[src/rtl/morra_ref_if.sv]
// Referee bus between the Morra match driver (master) and the referee (slave).
interface morra_ref_if;
  // No valid/ready: START is a one-cycle strobe carrying cfg on P1/P2, a move
  // pair is valid only in the cycle it is non-zero, ROUND is trusted only in the
  // last cycle of each slot, and GAME != 00 in any cycle ends the match.
  logic       START;
  logic [1:0] P1;
  logic [1:0] P2;
  logic [1:0] ROUND;
  logic [1:0] GAME;

  modport master (output START, P1, P2, input ROUND, GAME);
  modport slave  (input START, P1, P2, output ROUND, GAME);
endinterface

[src/rtl/morra_match_driver.sv]
// Drives a Morra match against an external referee: START, then LFSR-generated
// move pairs in fixed-length slots, tallying ROUND outcomes until GAME or timeout.
module morra_match_driver #(
  parameter logic [7:0]  SEED1    = 8'hA5,
  parameter logic [7:0]  SEED2    = 8'h3C,
  parameter int unsigned RESP_LAT = 2
) (
  input  logic        clk,
  input  logic        rst_n,
  input  logic        go,
  input  logic [3:0]  cfg_rounds,
  morra_ref_if.master bus,
  output logic        busy,
  output logic        done,
  output logic [1:0]  result,
  output logic        timeout,
  output logic [3:0]  p1_wins,
  output logic [3:0]  p2_wins,
  output logic [3:0]  draws,
  output logic [3:0]  invalids,
  output logic [1:0]  state_dbg
);

  typedef enum logic [1:0] {S_IDLE, S_INIT, S_PLAY, S_DONE} state_t;

  localparam logic [2:0] LAST      = 3'(RESP_LAT);
  localparam logic [7:0] SEED1_EFF = (SEED1 == 8'h00) ? 8'h01 : SEED1;
  localparam logic [7:0] SEED2_EFF = (SEED2 == 8'h00) ? 8'h01 : SEED2;

  state_t     state, state_nx;
  logic [7:0] lfsr1, lfsr2, lfsr1_nx, lfsr2_nx;
  logic [1:0] forbid1, forbid2, forbid1_nx, forbid2_nx;
  logic [1:0] move1, move2, move1_nx, move2_nx;
  logic [2:0] slot_cyc;
  logic [4:0] slot_cnt;
  logic       enter_init, drive_pair, sample, capture, set_timeout;

  function automatic logic [7:0] lfsr_step(input logic [7:0] l);
    return {l[6:0], l[7] ^ l[5] ^ l[4] ^ l[3]};
  endfunction

  function automatic logic [1:0] legal_move(input logic [1:0] cand, input logic [1:0] forbid);
    logic [1:0] m;
    m = (cand == 2'b00) ? 2'b01 : cand;
    if (m == forbid) m = (m == 2'b11) ? 2'b01 : m + 2'b01;
    return m;
  endfunction

  function automatic logic [3:0] sat_inc(input logic [3:0] v);
    return (v == 4'hF) ? v : v + 4'h1;
  endfunction

  always_comb begin
    state_nx    = state;
    enter_init  = 1'b0;
    drive_pair  = 1'b0;
    sample      = 1'b0;
    capture     = 1'b0;
    set_timeout = 1'b0;
    case (state)
      S_IDLE: if (go) begin
        state_nx   = S_INIT;
        enter_init = 1'b1;
      end
      S_INIT: begin
        state_nx   = S_PLAY;
        drive_pair = 1'b1;
      end
      S_PLAY: begin
        sample = (slot_cyc == LAST);
        // A live GAME code wins over the timeout and the next pair.
        if (bus.GAME != 2'b00) begin
          state_nx = S_DONE;
          capture  = 1'b1;
        end else if (sample && slot_cnt == 5'd30) begin
          state_nx    = S_DONE;
          set_timeout = 1'b1;
        end else if (sample) begin
          drive_pair = 1'b1;
        end
      end
      S_DONE:  state_nx = S_IDLE;
      default: state_nx = S_IDLE;
    endcase
  end

  // The forbid update is forwarded so the very next pair already avoids
  // repeating a move that just won.
  always_comb begin
    forbid1_nx = forbid1;
    forbid2_nx = forbid2;
    if (sample) begin
      case (bus.ROUND)
        2'b01:   begin forbid1_nx = move1; forbid2_nx = 2'b00; end
        2'b10:   begin forbid2_nx = move2; forbid1_nx = 2'b00; end
        2'b11:   begin forbid1_nx = 2'b00; forbid2_nx = 2'b00; end
        default: ;
      endcase
    end
    lfsr1_nx = lfsr_step(lfsr1);
    lfsr2_nx = lfsr_step(lfsr2);
    move1_nx = legal_move(lfsr1_nx[1:0], forbid1_nx);
    move2_nx = legal_move(lfsr2_nx[1:0], forbid2_nx);
  end

  always_ff @(posedge clk or negedge rst_n) begin
    if (!rst_n) begin
      state     <= S_IDLE;
      bus.START <= 1'b0;
      bus.P1    <= 2'b00;
      bus.P2    <= 2'b00;
      lfsr1     <= SEED1_EFF;
      lfsr2     <= SEED2_EFF;
      forbid1   <= 2'b00;
      forbid2   <= 2'b00;
      move1     <= 2'b00;
      move2     <= 2'b00;
      slot_cyc  <= 3'd0;
      slot_cnt  <= 5'd0;
      result    <= 2'b00;
      timeout   <= 1'b0;
      p1_wins   <= 4'd0;
      p2_wins   <= 4'd0;
      draws     <= 4'd0;
      invalids  <= 4'd0;
    end else begin
      state     <= state_nx;
      bus.START <= enter_init;
      if (enter_init) begin
        bus.P1 <= cfg_rounds[3:2];
        bus.P2 <= cfg_rounds[1:0];
      end else if (drive_pair) begin
        bus.P1 <= move1_nx;
        bus.P2 <= move2_nx;
      end else begin
        bus.P1 <= 2'b00;
        bus.P2 <= 2'b00;
      end

      if (enter_init) begin
        forbid1  <= 2'b00;
        forbid2  <= 2'b00;
        slot_cyc <= 3'd0;
        slot_cnt <= 5'd0;
        result   <= 2'b00;
        timeout  <= 1'b0;
        p1_wins  <= 4'd0;
        p2_wins  <= 4'd0;
        draws    <= 4'd0;
        invalids <= 4'd0;
      end else begin
        forbid1 <= forbid1_nx;
        forbid2 <= forbid2_nx;
        if (sample) begin
          case (bus.ROUND)
            2'b00: invalids <= sat_inc(invalids);
            2'b01: p1_wins  <= sat_inc(p1_wins);
            2'b10: p2_wins  <= sat_inc(p2_wins);
            2'b11: draws    <= sat_inc(draws);
            default: ;
          endcase
        end
        if (capture) result <= bus.GAME;
        if (set_timeout) begin
          timeout <= 1'b1;
          result  <= 2'b00;
        end
        if (drive_pair) begin
          lfsr1    <= lfsr1_nx;
          lfsr2    <= lfsr2_nx;
          move1    <= move1_nx;
          move2    <= move2_nx;
          slot_cyc <= 3'd0;
        end else if (state == S_PLAY) begin
          slot_cyc <= slot_cyc + 3'd1;
        end
        if (sample && state_nx == S_PLAY) slot_cnt <= slot_cnt + 5'd1;
      end
    end
  end

  assign busy      = (state != S_IDLE);
  assign done      = (state == S_DONE);
  assign state_dbg = state;

endmodule

[src/flat_wrapper.sv]
// flat-port wrapper written by rule: the top's interface ports become plain ports
module morra_match_driver_flat 
#(
  parameter logic [7:0]  SEED1    = 8'hA5,
  parameter logic [7:0]  SEED2    = 8'h3C,
  parameter int unsigned RESP_LAT = 2
)
  (clk, rst_n, go, cfg_rounds, busy, done, result, timeout, p1_wins, p2_wins, draws, invalids, state_dbg, bus_START, bus_P1, bus_P2, bus_ROUND, bus_GAME);
  morra_ref_if bus_i ();
  input  logic clk;
  input  logic rst_n;
  input  logic go;
  input  logic [3:0] cfg_rounds;
  output logic busy;
  output logic done;
  output logic [1:0] result;
  output logic timeout;
  output logic [3:0] p1_wins;
  output logic [3:0] p2_wins;
  output logic [3:0] draws;
  output logic [3:0] invalids;
  output logic [1:0] state_dbg;
  output wire logic [$bits(bus_i.START)-1:0] bus_START;
  output wire logic [$bits(bus_i.P1)-1:0] bus_P1;
  output wire logic [$bits(bus_i.P2)-1:0] bus_P2;
  input wire logic [$bits(bus_i.ROUND)-1:0] bus_ROUND;
  input wire logic [$bits(bus_i.GAME)-1:0] bus_GAME;
  assign bus_START = bus_i.START;
  assign bus_P1 = bus_i.P1;
  assign bus_P2 = bus_i.P2;
  assign bus_i.ROUND = bus_ROUND;
  assign bus_i.GAME = bus_GAME;
  morra_match_driver #(.SEED1(SEED1), .SEED2(SEED2), .RESP_LAT(RESP_LAT)) u_core (.clk(clk), .rst_n(rst_n), .go(go), .cfg_rounds(cfg_rounds), .bus(bus_i), .busy(busy), .done(done), .result(result), .timeout(timeout), .p1_wins(p1_wins), .p2_wins(p2_wins), .draws(draws), .invalids(invalids), .state_dbg(state_dbg));
endmodule
[config.mk]
export PLATFORM = sky130hd
export DESIGN_NAME = morra_match_driver_flat
export DESIGN_NICKNAME = d
export VERILOG_FILES = /design/src/rtl/morra_ref_if.sv /design/src/rtl/morra_match_driver.sv /design/src/flat_wrapper.sv
export SDC_FILE = /design/constraint.sdc
export NUM_CORES = 1
export LEC_CHECK = 0
export CORE_MARGIN = 3
export CORE_UTILIZATION = 59
export DETAILED_ROUTE_END_ITERATION = 8
export GPL_TIMING_DRIVEN = 0
export PLACE_DENSITY = 0.86
export SLEW_MARGIN = 10
export SYNTH_ARGS = -nofsm -noshare
export SYNTH_HDL_FRONTEND = slang
export SYNTH_SLANG_ARGS = --single-unit
[constraint.sdc]
create_clock -name clk -period 4.7 [get_ports clk]
set_clock_uncertainty 0.2 [all_clocks]
set_input_delay 0.705 -clock clk [delete_from_list [all_inputs] [get_ports clk]]
set_output_delay 0.705 -clock clk [all_outputs]
set_load 0.01 [all_outputs]
==> out/metrics.csv, run 1 <==
metric;value;unit
status;finished, final reports clean;
synth_fp_nets;282;
yosys.area.top_type;dfrtp_1;
crit_type;flip-flop to output pin;
synthDistinctLibCells;42;
max_freq;386;MHz
port_buffers;38;
cp.buffers_inverters;3;
path_depth;4;
viasPerCell;5.68;
ys.flop_type;dfrtp_1;
relSlewSlack;0.520;
cts_buffers;9;
num_io_pins;39;
synthTopCellsByArea;dfrtp_1 44%, dfstp_2 7.3%, mux2_4 7.3%;
period_share;0.551;
synthTopCellsByCount;50 x dfrtp_1, 31 x nand2_1, 27 x nor2_1;
p_per_area;499;mW/mm2
endpoint_kind;output pin;
crit_fanout;6;
synth_top_area_share;0.437;
crit_path_start_kind;flip-flop;
fp.dieH;75.6;um
drtAntennaViolNets;0;
ctsResizeCount;0;
crit_top_cell;inv_1;
cp_slowest_cell;clkdlybuf4s50_1;
grt-ovfl-total;0;
critical_path_required;3800;ps
synth_most_common_cell;dfrtp_1;
vias;2067;
synth_edf_count;0;
r2r_end;u_core.draws[3]$_DFFE_PN0P_;
die_x;75.6;um
rr_startpoint;u_core.state_dbg[0]$_DFF_PN0_;
routabilityCongestion;0.786;
ys_ff_latch;58;
grt_max_degree;59;
grtUsageTotal;0.217;
cts_setup_buffers;0;
fp.coreArea;0.00450;mm2
worst_pin_slew;715;ps
diodes;0;
synthCells;258;
first_pass_iters;4;
dp_slack;1880;ps
area.growth.synth_to_final;23.0;%
drive_above_1_share;0.160;
leakage;1.62;nW
root_buffer;clkbuf_8;
drc;0;
rsz0062_at_grt;false;
yosysWarnings;0;
worstHoldPathType;input pin to async pin;
synth.avg_cell_area;11.1;um2
postSynth.asyncResetShare;1.00;
clk_pin_slew;60;ps
grt_pass1_wl;9.16;mm
design_area;0.00352;mm2
setup_ws;2110;ps
dpl_cell_area;0.00330;mm2
setup_violations;0;
num_rows;24;
nets;331;
finalHoldViolCount;0;
clk_path_buf_depth;2;
synth_seq_area_share;0.511;
slowest_delay;520;ps
first_iter_violations;79;
cts.sinks;58;
syn_area;0.00286;mm2
rrSetupSlack;2130;ps
dieArea;0.00572;mm2
min_period;2590;ps
maxSlewViolCount;0;
antenna_found_initial;0;
cp_top_family;buffers and inverters;
start_util;0.635;
endpoint;busy;
ir_drop;0.000278;V
drt_wl_total;5.60;mm
dp_hpwl;3.80;mm
cp_cell_sequence;inv_1 > ha_1 > inv_1 > clkdlybuf4s50_1;
grt_pass1_vias;2029;
hold_buffers;0;
wl_per_cell;15.4;um
arrival;1680;ps
htreeDepth;3;
fin_setup_tns;0;ps
timing.critical_path.from;u_core.state_dbg[0]$_DFF_PN0_;
worstRegToRegCells;7;
tritoncts;done;
clock_latency;330;ps
drv_cap;0;
==> worst reg2reg max path, stage by stage, from the launching register on <==
cell and delay, ps:
dfrtp_1 440, inv_1 140, ha_1 300, nand3b_2 270, a311oi_1 690, nand4_1 190, xor2_1 160, nor2_1 60
==> cell type report <==
type | instances | area (um2)
clock inverters | 4 | 48.8
clock buffers | 12 | 165
fillers | 305 | 987
inverters | 8 | 30.0
well taps | 52 | 65.1
plain buffers | 10 | 60.1
repair buffers | 38 | 378
flip-flops and latches | 58 | 1460
multi-input cells | 182 | 1310
==> per-layer routing <==
layer	GRT usage	share of wire
met1	0.282	0.46
met2	0.341	0.48
met3	0.0673	0.045
met4	0.0835	0.019
met5	0	0
==> cells by family after synthesis <==
family | count (synthesis) | share of synthesized area
adder cells (fa/ha/maj) | 13 | 0.0569
AND/OR/NAND/NOR | 92 | 0.157
XOR/XNOR | 21 | 0.0643
multiplexers | 18 | 0.0875
flip-flops | 58 | 0.511
AO/OA/AOI/OAI | 38 | 0.0919
buffers and inverters | 18 | 0.0315
==> how the worst min path moves through the flow <==
stage	cells past startpoint	endpoint	slack, ps
after floorplan	0	u_core.bus.P1[0]$_DFF_PN0_	210
after global placement	2	u_core.move2[0]$_DFFE_PN0P_	270
after detailed placement	2	u_core.move1[1]$_DFFE_PN0P_	280
after CTS	1	u_core.state_dbg[0]$_DFF_PN0_	250
after global routing	1	u_core.state_dbg[0]$_DFF_PN0_	260
final	1	u_core.state_dbg[0]$_DFF_PN0_	220
==> cells in the final DEF, fill, tap and decap left out, types with 3 or more instances in the layout <==
master	count
xnor2_1	11
mux2_4	14
nand2_1	31
dfrtp_1	50
mux2i_1	4
dfstp_2	8
clkbuf_1	5
clkdlybuf4s50_1	37
xor2_1	10
nand3_1	6
o31ai_1	5
ha_1	13
clkbuf_8	12
buf_6	3
nor2b_1	3
o21ai_0	9
nand4_1	7
inv_1	7
and3_1	5
a21oi_1	10
nor2_1	27
==> per-stage QoR <==
stage                     instances  utilization  hold slack [ps]  total power [W]
after floorplan                 258            -              209          0.00105
after global placement          348        0.734              269          0.00125
after detailed placement        348        0.733              277          0.00127
after CTS                       364        0.781              252          0.00176
after global routing            364        0.781              257          0.00186
final                           364        0.781              223          0.00175
==> report_power, final <==
group / internal (W) / total (W) / switching, W
Sequential: 0.000592 / 0.000664 / 0.0000719
Clock: 0.000287 / 0.000485 / 0.000198
Combinational: 0.000280 / 0.000605 / 0.000325
==> state kept, by name, summed over array words and instances (netlist names), 3 cells and up <==
signal and count:
u_core.slot_cyc 3, u_core.p2_wins 4, u_core.slot_cnt 5, u_core.invalids 4, u_core.lfsr2 8, u_core.lfsr1 8
u_core.draws 4, u_core.p1_wins 4
(Power assumes the default switching activity.)
==> run 2, diff against run 1 <==
--- a/config.mk
+++ b/config.mk
@@ -6,10 +6,10 @@
 export NUM_CORES = 1
 export LEC_CHECK = 0
 export CORE_MARGIN = 3
-export CORE_UTILIZATION = 59
+export CORE_UTILIZATION = 54
 export DETAILED_ROUTE_END_ITERATION = 8
 export GPL_TIMING_DRIVEN = 0
-export PLACE_DENSITY = 0.86
+export PLACE_DENSITY = 0.8
 export SLEW_MARGIN = 10
 export SYNTH_ARGS = -nofsm -noshare
 export SYNTH_HDL_FRONTEND = slang
==> constraint.sdc (replaced) <==
create_clock -name clk -period 2.5 [get_ports clk]
set_clock_uncertainty 0.2 [all_clocks]
set_input_delay 0.375 -clock clk [delete_from_list [all_inputs] [get_ports clk]]
set_output_delay 0.375 -clock clk [all_outputs]
set_load 0.01 [all_outputs]
==> run 2 against run 1 <==
Worst setup slack got worse by 2000 ps. Power increased by 90%. Via count decreased by 0.48%. Sequential cell count unchanged. Clock-buffer cell count unchanged. Die area increased by 8.5%. Non-clock buffer count increased by 4. Clock power increased by 82%. Core utilization decreased by 5.1 points. Design area increased by 2.0%. First-iteration DRC count increased by 52%. Sequential share of layout area decreased by 0.80 points. Critical path type is now flip-flop to flip-flop. Critical endpoint is now u_core.lfsr1[1]$_DFFE_PN0P_. Highest routed layer unchanged.
==> out/metrics.csv, run 2 (synthesis results as in run 1) <==
metric;value;unit;change
dp_hpwl;4.01;mm;+5.5%
crit_path_start_kind;flip-flop;;
crit_fanout;10;;+4
grt_pass1_vias;2154;;+6.2%
first_iter_violations;120;;+52%
worstHoldPathType;flip-flop to flip-flop;;
first_pass_iters;6;;+2
clk_path_buf_depth;2;;unchanged
multi_input_area;0.00133;mm2;+1.6%
die_x;78.8;um;+4.2%
period_share;0.954;;
p_int;0.00219;W;+89%
area.growth.synth_to_final;25.4;%;
nets;335;;+1.2%
top_regs;u_core.lfsr1: 8 flops, u_core.lfsr2: 8 flops, u_core.slot_cnt: 5 flops;;
grt_max_degree;59;;unchanged
clk_pin_slew;70;ps;about the same
drt-met1-wl;2.55;mm;-0.20%
final_cell_mix;50 x dfrtp_1, 37 x clkdlybuf4s50_1, 31 x nand2_1, 27 x nor2_1, 14 x mux2_4;;
wl_met2;2.75;mm;+2.5%
finalHoldViolCount;0;;unchanged
max_freq;419;MHz;
viasPerCell;5.37;;-5.4%
worstRegToRegCells;8;;+1
p_per_area;927;mW/mm2;+86%
vias;2057;;-0.48%
fp.dieH;78.8;um;+4.2%
drv_cap;0;;unchanged
grtUsageTotal;0.210;;-0.00704
tritoncts;done;;
ir_drop;0.000483;V;+74%
rsz0062_at_grt;false;;
antenna_found_initial;0;;unchanged
htreeDepth;3;;unchanged
port_buffers;38;;unchanged
leakage;1.62;nW;+0.27%
utilization;0.730;;-0.0506
diodes;0;;unchanged
wl_met3;290;um;+16%
grt-ovfl-total;0;;unchanged
routabilityCongestion;0.764;;-2.9%
start_util;0.582;;-0.0526
grt_pass1_wl;10.0;mm;+9.6%
power.total;0.00332;W;+90%
fin_cells;383;;+5.2%
worst_pin_slew;714;ps;-1.61 ps
cts.sinks;58;;unchanged
critical_path_required;2520;ps;-1280 ps
nFillCells;362;;+19%
drive_above_1_share;0.184;;+0.0233
p_switching;0.00114;W;+91%
pwr-share-seq;0.380;;+0.002
routed.top_layer;met4;;
num_rows;25;;+4.2%
crit_type;flip-flop to flip-flop;;
cp_slowest_cell;dfrtp_1;;
drc;0;;unchanged
crit_top_cell;buf_6;;
drtAntennaViolNets;0;;unchanged
wl_per_cell;14.9;um;-2.9%
dieArea;0.00621;mm2;+8.5%
slowest_delay;460;ps;-60 ps
swShare;0.342;;+0.00267
root_buffer;clkbuf_8;;
endpoint_kind;flip-flop;;
min_period;2380;ps;
dpl.cell_count;363;;+4.3%
setup_violations;0;;unchanged
layout_commonest_cell;dfrtp_1;;
status;finished, final reports clean;;
cts_buffers;9;;unchanged
num_io_pins;39;;unchanged
cp_cell_sequence;inv_2 > ha_4 > and3b_1 > buf_6 > a31oi_4 > or3_4 > buf_6 > mux2_4;;
relSlewSlack;0.524;;+0.00431
arrival;2410;ps;+730 ps
whs_path_depth;2;;
p_comb_frac;0.355;;+0.010
seq_area;0.00146;mm2;unchanged
maxSlewViolCount;0;;unchanged
drt_wl_total;5.72;mm;+2.2%
clock_latency;340;ps;about the same
fp.coreArea;0.00491;mm2;+9.0%
clkPwrFrac;0.265;;-0.012
run 2: changes by cell type in the layout (fill, tap and decap cells not counted), sizes merged:
| cell | change |
|---|---|
| buf | +3 |
| clkinvlp | +3 |
| dlygate4sd3 | +1 |
| clkinv | -3 |
run 2: timing repair:
action,4_1_cts,5_1_grt
endpoints found under the setup margin,9,25
hold endpoints to repair,50,0
hold buffers,1,0
buffers inserted,0,3
cloned,0,0
gates resized for setup,2,7
run 2: layer usage:
metal,GRT usage,vias to the layer above
li1,-,1000
met1,0.260,989
met2,0.344,56
met5,0,-
met3,0.0465,12
met4,0.110,0
run 2: through the flow:
stage | cell area, um2 | setup WS, ps | setup TNS (ps) | hold WS (ps)
floorplan | 2860 | 162 | 0 | -121
global placement | 3320 | -958 | -50330 | 272
detailed placement | 3320 | -41.8 | -145 | 280
CTS | 3550 | 10.7 | 0 | 298
global route | 3590 | 25.6 | 0 | 318
finish | 3590 | 116 | 0 | 291
run 2: worst max-delay path, delay by kind of cell (launching register included):
family | cells | cell delay [ps]
AO/OA/AOI/OAI | 1 | 120
adder cells (fa/ha/maj) | 1 | 180
buffers and inverters | 3 | 440
flip-flops | 1 | 460
multiplexers | 1 | 300
AND/OR/NAND/NOR | 2 | 540
run 2: cell type report:
class                           instances  share of cell area
Multi-Input combinational cell        182               0.371
Clock inverter                          4              0.0140
Inverter                                8             0.00942
Timing Repair Buffer                   42               0.114
Clock buffer                           12              0.0433
Sequential cell                        58               0.408
Tap cell                               67              0.0234
Buffer                                 10              0.0171
run 2: power by group through the flow:
stage	Combinational (W)	Clock, W	Sequential (W)
6_report	0.00118	0.000882	0.00126
5_1_grt	0.00132	0.000949	0.00129
4_1_cts	0.00115	0.000903	0.00126
3_3_place_gp	0.00109	0	0.00126
3_5_place_dp	0.00113	0	0.00127
2_1_floorplan	0.000698	0	0.00128
run 2: worst paths after layout:
| path | startpoint | endpoint | slack [ps] |
|---|---|---|---|
| worst max-delay path | u_core.state_dbg[0]$_DFF_PN0_ | u_core.lfsr1[1]$_DFFE_PN0P_ | 120 |
| worst min-delay path | u_core.move1[1]$_DFFE_PN0P_ | u_core.move1[1]$_DFFE_PN0P_ | 290 |
| worst max register to register | u_core.state_dbg[0]$_DFF_PN0_ | u_core.lfsr1[1]$_DFFE_PN0P_ | 120 |
| worst min register to register | u_core.move1[1]$_DFFE_PN0P_ | u_core.move1[1]$_DFFE_PN0P_ | 290 |
| max in group asynchronous | rst_n | u_core.forbid1[0]$_DFF_PN0_ | 1200 |
| min in group asynchronous | rst_n | u_core.state_dbg[1]$_DFF_PN0_ | 430 |
==> run 3, diff against run 2 <==
--- a/config.mk
+++ b/config.mk
@@ -5,7 +5,7 @@
 export SDC_FILE = /design/constraint.sdc
 export NUM_CORES = 1
 export LEC_CHECK = 0
-export CORE_MARGIN = 3
+export CORE_MARGIN = 1
 export CORE_UTILIZATION = 54
 export DETAILED_ROUTE_END_ITERATION = 8
 export GPL_TIMING_DRIVEN = 0
==> run 3 against run 2 <==
Global-route usage rose by 1.2 points. First-iteration DRC count fell by 10%. Sequential cell count did not move. Non-clock buffer count fell by 1. Sequential power barely moved. Clock power rose by 30%. Hold slack got worse by 9.7 ps. Critical path depth did not move. Highest routed layer unchanged. Routed wire length fell by 2.0%.
==> out/metrics.csv, run 3 (synthesis results as in run 1) <==
metric;value;unit;change
status;finished, final reports clean;;
htreeDepth;3;;unchanged
seq_area;0.00146;mm2;unchanged
top_regs;u_core.lfsr1: 8 flops, u_core.lfsr2: 8 flops, u_core.slot_cnt: 5 flops;;
clock_latency;340;ps;about the same
grt_pass1_vias;2040;;-5.3%
maxSlewViolCount;0;;unchanged
worst_pin_slew;718;ps;+4.53 ps
start_util;0.560;;-0.0224
critical_path_required;2510;ps;about the same
p_per_area;979;mW/mm2;+5.6%
crit_path_start_kind;flip-flop;;
drtAntennaViolNets;0;;unchanged
drive_above_1_share;0.178;;-0.00577
tritoncts;done;;
dp_hpwl;3.78;mm;-5.7%
wl_per_cell;14.6;um;-2.5%
rr_startpoint;u_core.state_dbg[0]$_DFF_PN0_;;
grt_max_degree;59;;unchanged
r2r_end;u_core.lfsr1[4]$_DFFE_PN0P_;;
layout_commonest_cell;dfrtp_1;;
whs_path_depth;2;;unchanged
final_cell_mix;50 x dfrtp_1, 37 x clkdlybuf4s50_1, 31 x nand2_1, 27 x nor2_1, 14 x mux2_4;;
multi_input_area;0.00133;mm2;-0.19%
routabilityCongestion;0.816;;+6.8%
cts_buffers;9;;unchanged
fp.coreArea;0.00511;mm2;+4.0%
worstHoldPathType;flip-flop to flip-flop;;
rsz0062_at_grt;false;;
diodes;0;;unchanged
nFillCells;389;;+7.5%
worst_hold_startpoint;u_core.move1[1]$_DFFE_PN0P_;;
clk_pin_slew;60;ps;about the same
first_iter_violations;108;;-10%
die_x;74.8;um;-5.1%
num_rows;26;;+4.0%
cts.sinks;58;;unchanged
finalHoldViolCount;0;;unchanged
drv_cap;0;;unchanged
leakage;1.65;nW;+1.9%
nets;334;;-0.30%
clk_path_buf_depth;2;;unchanged
drc;0;;unchanged
setup_violations;0;;unchanged
timing.hold.ws;281;ps;-9.70 ps
vias;2056;;-0.049%
port_buffers;38;;unchanged
area.growth.synth_to_final;27.3;%;
viasPerCell;5.34;;-0.57%
root_buffer;clkbuf_8;;
antenna_found_initial;0;;unchanged
max_freq;423;MHz;+0.84%
worstRegToRegCells;8;;unchanged
drt_wl_total;5.61;mm;-2.0%
crit_fanout;10;;unchanged
num_io_pins;39;;unchanged
arrival;2380;ps;-30 ps
rrSetupSlack;140;ps;+20 ps
first_pass_iters;4;;-2
min_period;2360;ps;-19.8 ps
grt_pass1_wl;9.14;mm;-8.9%
hold_end;u_core.move1[1]$_DFFE_PN0P_;;
fp.dieH;74.8;um;-5.1%
grt-ovfl-total;0;;unchanged
ir_drop;0.000514;V;+6.2%
relSlewSlack;0.521;;-0.00302
grtUsageTotal;0.222;;+0.0120
utilization;0.713;;-0.0173
endpoint_kind;flip-flop;;
period_share;0.946;;-0.00791
crit_type;flip-flop to flip-flop;;
dieArea;0.00559;mm2;-9.9%
==> run 3: changes by cell type in the layout (fill, tap and decap cells not counted), sizes merged <==
cell      before  now
buf            9    8
bufinv         1    4
clkbuf        17   16
clkinvlp       3    1
==> run 3: metrics by stage <==
step | total power [W] | std cells | TNS, ps | instance area [um2] | setup WS, ps
after CTS | 0.00355 | 383 | 0 | 3610 | 41.6
after global placement | 0.00235 | 366 | -49290 | 3330 | -939
after global routing | 0.00377 | 385 | 0 | 3640 | 28.5
final | 0.00356 | 385 | 0 | 3640 | 136
after floorplan | 0.00197 | 258 | 0 | 2860 | 162
after detailed placement | 0.00239 | 366 | -44.7 | 3330 | -32.2
==> run 3: worst max-delay path by stage <==
stage                                  start                          end  slack [ps]  cells past startpoint
2_1_floorplan  u_core.state_dbg[0]$_DFF_PN0_  u_core.lfsr1[1]$_DFFE_PN0P_         160                      8
3_3_place_gp                           rst_n  u_core.lfsr1[4]$_DFFE_PN0P_        -940                      1
3_5_place_dp   u_core.state_dbg[0]$_DFF_PN0_  u_core.draws[3]$_DFFE_PN0P_         -30                      7
4_1_cts        u_core.state_dbg[0]$_DFF_PN0_  u_core.lfsr1[4]$_DFFE_PN0P_          40                      7
5_1_grt        u_core.state_dbg[0]$_DFF_PN0_  u_core.lfsr2[1]$_DFFE_PN0P_          30                      8
6_report       u_core.state_dbg[0]$_DFF_PN0_  u_core.lfsr1[4]$_DFFE_PN0P_         140                      8
==> run 3: timing repair <==
action                     in CTS  in global routing
gates resized for setup         2                  5
hold buffers                    1                  0
hold endpoints to repair       50                  0
setup endpoints to repair       6                 26
buffers inserted                0                  2
==> run 3: cell type report <==
| class | instances | area share |
|---|---|---|
| repair buffers | 41 | 0.111 |
| clock buffers | 11 | 0.0388 |
| flip-flops and latches | 58 | 0.401 |
| plain buffers | 10 | 0.0168 |
| multi-input cells | 182 | 0.365 |
| clock inverters | 5 | 0.0344 |
| well taps | 70 | 0.0241 |
| inverters | 8 | 0.00928 |
==> run 3: critical path, stage by stage, from the launching register on <==
cell and delay [ps]:
dfrtp_1 450, inv_2 130, ha_4 180, and3b_1 170, buf_6 150, a31oi_4 110
or3_4 370, buf_6 170, mux2_4 300
==> run 3: report_power, final <==
part           internal [W]  total (W)  leakage, nW  switching, W
clock              0.000789    0.00115        0.134      0.000360
combinational      0.000548    0.00116        0.762      0.000610
sequential          0.00111    0.00126        0.757      0.000144
==> run 3: routing by layer <==
metal,up-vias,GRT usage,part of all wire
li1,996,-,-
met1,999,0.286,0.47
met2,53,0.350,0.47
met3,8,0.0482,0.039
met4,0,0.122,0.014
met5,-,0,0
==> RTL edit 1 (settings of run 2) <==
Make the reset (`rst_n`) synchronous in one clocked block.
--- a/src/rtl/morra_match_driver.sv
+++ b/src/rtl/morra_match_driver.sv
@@ -104,5 +104,5 @@
   end
 
-  always_ff @(posedge clk or negedge rst_n) begin
+  always_ff @(posedge clk) begin
     if (!rst_n) begin
       state     <= S_IDLE;
Check against the original RTL: differs if rst_n is asserted again (counterexample within 4 cycles, from zero or initial values and one cycle with rst_n low); with rst_n held inactive, the same outputs for 10 cycles.
==> RTL edit 1 against run 2 <==
Worst setup slack improved by 25 ps; highest routed layer unchanged; critical path type unchanged; final area fell by 9.8%; total power fell by 18%; critical endpoint is now u_core.bus.P2[0]$_SDFF_PN0_; sequential cell count did not move; sequential power fell by 11%; maximum frequency rose by 1.1%; wire length fell by 7.2%; largest cell class is now multi-input combinational cells; area after synthesis fell by 9.7%.
==> RTL edit 1: results (changes against run 2) <==
run status=finished clean (unchanged); final WL=5310 µm (was 5720 µm); n_diodes=0 (unchanged); H-Tree Level Count=3 (unchanged); clk buf depth=2 (unchanged); WL met1=2570 µm (was 2550 µm); clock latency on the worst-skew pair=320 ps (was 340 ps); Internal Power=0.00189 W (was 0.00219 W); initial antenna violation count=0 (unchanged); vias in the first global route=2,005 (was 2,154); clock slew at reported path FFs=60 ps; drt first-iter violations=80 (was 120); GP Congestion=0.782 (was 0.764); slew at the pin closest to its max-slew limit=504 ps (was 714 ps); share of flip-flops with an asynchronous set or reset=0% (was 100%); number of port buffers=37 (was 38); post-place setup slack=-31.7 ps (was -41.8 ps); root cell of the clock tree=clkbuf_8 (unchanged); Top FF cell, synth=dfxtp_1 (was dfrtp_1); post-synthesis compound-gate area fraction=12.0% (was 9.19%); FF-to-FF setup slack=140 ps (was 120 ps); YS warnings=0 (unchanged); count of cell types in the netlist=42 (unchanged); wire length on met3=186 µm (was 290 µm); VDD IR max=0.000641 V (was 0.000483 V); sequential fraction of the synthesis area=44.9% (was 51.1%); syn nets=319 (was 282); multiplexer area fraction after synthesis=1.55% (was 8.75%); Hold Path Depth=3 (was 2); max incr delay on CP=370 ps (was 460 ps); dpl hpwl=3920 µm (was 4010 µm); R2R depth=8 (unchanged); first-pass GRT wire length=8870 µm (was 10,000 µm); largest net degree at the start of global routing=11 (was 59); DR vias/cell=5.49 (was 5.37); commonest cells in the netlist=dfxtp_1 (58), nand2_1 (42), nor2_1 (33) (was dfrtp_1 (50), nand2_1 (31), nor2_1 (27)); metal2 WL=2510 µm (was 2750 µm); TritonCTS buffer count=9 (unchanged); top sig layer=met4 (unchanged); Total GRT Usage=20.3% (was 21.0%); adder-cell area share of the yosys netlist=6.30% (was 5.69%); Fill cells=378 (was 362); largest cells by area after synthesis=dfxtp_1 (45%), ha_1 (6.3%), nand2_1 (6.1%) (was dfrtp_1 (44%), dfstp_2 (7.3%), mux2_4 (7.3%)); Hold Slack=195 ps (was 291 ps); P_leak=1.30 nW (was 1.62 nW); critical path peak fanout=10 (unchanged); DR pass1 iterations=4 (was 6); area share of xor/xnor cells in the synthesized design=7.12% (was 6.43%); slowest stage cell, crit path=dfxtp_2 (was dfrtp_1); Top delay family on crit path=simple AND/OR/NAND/NOR gates (unchanged); Top Registers=u_core.lfsr1 x8, u_core.lfsr2 x8, u_core.slot_cnt x5 (unchanged); # nets final=368 (was 335); layout cell share with drive strength beyond 1=8.05% (was 18.4%); Hold WC Path Type=primary input to flip-flop (was flip-flop to flip-flop); arrival time worst endpoint=2370 ps (was 2410 ps)
==> RTL edit 1: cell types whose count changed in the layout (fill, tap and decap cells not counted), moves of 6 or more <==
cell	before	now
dfxtp_1	0	57
dfrtp_1	50	0
nand3_1	6	23
mux2_4	14	0
nand2_1	31	42
dfstp_2	8	0
and2_1	1	7
clkbuf_1	5	11
nor2_1	27	33
==> RTL edit 1: power by group through the flow <==
stage | sequential, W | clock, W | combinational, W
2_1_floorplan | 0.00114 | 0 | 0.000457
3_3_place_gp | 0.00114 | 0 | 0.000692
3_5_place_dp | 0.00114 | 0 | 0.000712
4_1_cts | 0.00112 | 0.000888 | 0.000715
5_1_grt | 0.00114 | 0.000928 | 0.000791
6_report | 0.00112 | 0.000877 | 0.000711
==> RTL edit 1: logic make-up (layout without fill, tap and decap cells) <==
group,Yosys count,after routing
buf+inv,23,76
xor+xnor,21,21
mux,4,4
fa+ha+maj,13,13
compound gates,45,45
flops,58,58
simple gates,131,131
==> RTL edit 1: timing repair <==
action	in CTS	in global routing
resized for setup	0	2
hold buffers	0	0
setup endpoints to repair	0	14
setup buffers	0	1
==> RTL edit 1: worst paths after layout <==
kind,from,to
hold reg to reg,u_core.move1[1]$_SDFFE_PN0P_,u_core.move1[1]$_SDFFE_PN0P_
setup reg to reg,u_core.state_dbg[0]$_SDFF_PN0_,u_core.bus.P2[0]$_SDFF_PN0_
setup / recovery,u_core.state_dbg[0]$_SDFF_PN0_,u_core.bus.P2[0]$_SDFF_PN0_
hold / removal,rst_n,u_core.move1[1]$_SDFFE_PN0P_
==> RTL edit 1: layer usage <==
metal / global-route usage (%) / up-vias
met3: 3.60 / 5
met2: 33.0 / 38
met1: 26.8 / 1036
met4: 8.16 / 0
met5: 0 / -
li1: - / 1115
==> RTL edit 1: cell type report <==
type | instances | area, µm² | area share, %
Multi-Input combinational cell | 214 | 1320 | 40.9
Sequential cell | 58 | 1160 | 36.0
Timing Repair Buffer | 38 | 378 | 11.7
Clock buffer | 13 | 169 | 5.22
Buffer | 16 | 73.8 | 2.28
Tap cell | 52 | 65.1 | 2.01
Clock inverter | 2 | 35.0 | 1.08
Inverter | 7 | 26.3 | 0.813
==> RTL edit 1: metrics by stage <==
stage               power (W)  TNS [ps]  cells  utilization (%)  area (µm²)
finish                0.00271         0    400             72.3        3230
global route          0.00286     -57.4    400             72.3        3230
CTS                   0.00272         0    399             72.0        3220
detailed placement    0.00185     -50.7    384             67.5        3020
global placement      0.00183     -69.0    384             67.5        3020
floorplan             0.00160         0    295                -        2580
==> RTL edit 1: tightest hold or removal path, delay by kind of cell <==
family          cells  cell delay, ps
simple gates        1              90
buf+inv             1             160
compound gates      1              50
==> RTL edit 2 (flow settings as in run 2) <==
Made on the original files. Register the input `cfg_rounds` before use, with the module's reset. The logic sees it one clock later. The other inputs are not delayed to match.
--- a/src/rtl/morra_match_driver.sv
+++ b/src/rtl/morra_match_driver.sv
@@ -27,4 +27,14 @@
   localparam logic [7:0] SEED1_EFF = (SEED1 == 8'h00) ? 8'h01 : SEED1;
   localparam logic [7:0] SEED2_EFF = (SEED2 == 8'h00) ? 8'h01 : SEED2;
+
+  logic [3:0] cfg_rounds_q;
+
+  always_ff @(posedge clk or negedge rst_n) begin
+    if (!rst_n) begin
+      cfg_rounds_q <= '0;
+    end else begin
+      cfg_rounds_q <= cfg_rounds;
+    end
+  end
 
   state_t     state, state_nx;
@@ -128,6 +138,6 @@
       bus.START <= enter_init;
       if (enter_init) begin
-        bus.P1 <= cfg_rounds[3:2];
-        bus.P2 <= cfg_rounds[1:0];
+        bus.P1 <= cfg_rounds_q[3:2];
+        bus.P2 <= cfg_rounds_q[1:0];
       end else if (drive_pair) begin
         bus.P1 <= move1_nx;
Function: changed (Yosys sat finds a counterexample within 4 cycles, from zero or initial values and one cycle with rst_n low).
==> RTL edit 2 against run 2 <==
Total power rose by 2.9%; final area rose by 1.2%; sequential cell count rose by 4; worst setup slack got worse by 7.6 ps; area after synthesis rose by 1.3%; non-clock buffer count did not move; wire length rose by 0.96%; critical endpoint is now u_core.lfsr2[4]$_DFFE_PN1P_; highest routed layer unchanged.
==> RTL edit 2: results (changes against run 2) <==
multi-input logic area=1250 µm² (was 1330 µm²); Hold Slack=239 ps (was 291 ps); adder-cell area share of the yosys netlist=5.61% (was 5.69%); area share of xor/xnor cells in the synthesized design=6.35% (was 6.43%); largest net degree at the start of global routing=63 (was 59); slowest stage cell, crit path=dfrtp_2 (was dfrtp_1); Core Util, Final=70.6% (was 73.0%); Hold Path Depth=2 (unchanged); Fill cells=420 (was 362); count of cell types in the netlist=43 (was 42); syn avg cell area=10.7 µm² (was 11.1 µm²); hold path endpoint=u_core.bus.P1[0]$_DFF_PN0_ (was u_core.move1[1]$_DFFE_PN0P_); DR WL/cell=14.5 µm (was 14.9 µm); slew at the pin closest to its max-slew limit=775 ps (was 714 ps); arrival time worst endpoint=2460 ps (was 2410 ps); FF+latch area=1560 µm² (was 1460 µm²); sequential fraction of the synthesis area=53.9% (was 51.1%); Top FF cell, synth=dfrtp_1 (unchanged); YS warnings=0 (unchanged); Post-DP Area=3360 µm² (was 3320 µm²); clock slew at reported path FFs=70 ps (about the same); Setup crit start=u_core.state_dbg[0]$_DFF_PN0_ (unchanged); DR vias/cell=5.29 (was 5.37); multiplexer area fraction after synthesis=5.18% (was 8.75%); vias in the first global route=2,222 (was 2,154); run status=finished clean (unchanged); R2R depth=8 (unchanged); cell total after placement=380 (was 363); R2R Path End=u_core.lfsr2[4]$_DFFE_PN1P_ (was u_core.lfsr1[1]$_DFFE_PN0P_); hold_sp=u_core.cfg_rounds_q[2]$_DFF_PN0_ (was u_core.move1[1]$_DFFE_PN0P_); buffer share of cell area=12.8% (was 13.2%); root cell of the clock tree=clkbuf_8 (unchanged); share of flip-flops with an asynchronous set or reset=100% (unchanged); post-synthesis compound-gate area fraction=8.98% (was 9.19%); layout cell share with drive strength beyond 1=14.0% (was 18.4%); commonest cells in the netlist=dfrtp_1 (54), nand2_1 (41), nor2_1 (32) (was dfrtp_1 (50), nand2_1 (31), nor2_1 (27)); # clk buffers=13 (was 12); first-pass GRT wire length=10,000 µm (about the same); Internal Power=0.00232 W (was 0.00219 W); dpl hpwl=3840 µm (was 4010 µm); Seq pwr share=38.1% (was 38.0%); initial antenna violation count=0 (unchanged); CTS Sinks=62 (was 58); number of non-filler instances in the completed layout=399 (was 383); comb_multi_in=191 (was 182); # nets final=348 (was 335); DR pass1 iterations=4 (was 6); clk buf depth=2 (unchanged); syn nets=296 (was 282); Chip Width=79.3 µm (was 78.8 µm); drt first-iter violations=126 (was 120); combinational share of power=32.3% (was 35.5%); GP Congestion=0.781 (was 0.764); Top delay family on crit path=flip-flops (was simple AND/OR/NAND/NOR gates); Total GRT Usage=20.8% (was 21.0%); ClkCell Share=6.45% (was 5.72%); VDD IR max=0.000486 V (was 0.000483 V); P_leak=1.70 nW (was 1.62 nW); Switching Share=32.2% (was 34.2%); largest cells by area after synthesis=dfrtp_1 (47%), dfstp_2 (7.3%), ha_1 (5.6%) (was dfrtp_1 (44%), dfstp_2 (7.3%), mux2_4 (7.3%))
## RTL edit 2: metrics by stage
stage          setup slack (ps)  setup TNS (ps)
2_1_floorplan               199               0
3_3_place_gp              -1090          -62220
3_5_place_dp              -34.2           -95.3
4_1_cts                    16.7               0
5_1_grt                   0.419               0
6_report                    108               0
## RTL edit 2: worst reg2reg max path: cells and delay by family (launching register included)
kind / cells / cell delay, ps
AND/OR/NAND/NOR: 2 / 440
flip-flops: 1 / 450
AO/OA/AOI/OAI: 1 / 230
adder cells (fa/ha/maj): 1 / 240
multiplexers: 1 / 340
buffers and inverters: 3 / 430
## RTL edit 2: what timing repair did
action	CTS	global route
endpoints found under the setup margin	6	23
pin swaps	1	0
hold endpoints to repair	54	0
resized for setup	1	4
hold buffers	1	0
buffers inserted	2	0
## RTL edit 2: metal layers
metal	part of all wire [%]	up-vias	routed length [µm]	GRT usage, %
met4	1.6	0	93	9.45
met2	51	39	2970	36.3
met1	44	1030	2520	24.3
met3	3.5	11	202	4.65
met5	0	-	0	0
li1	-	1030	-	-
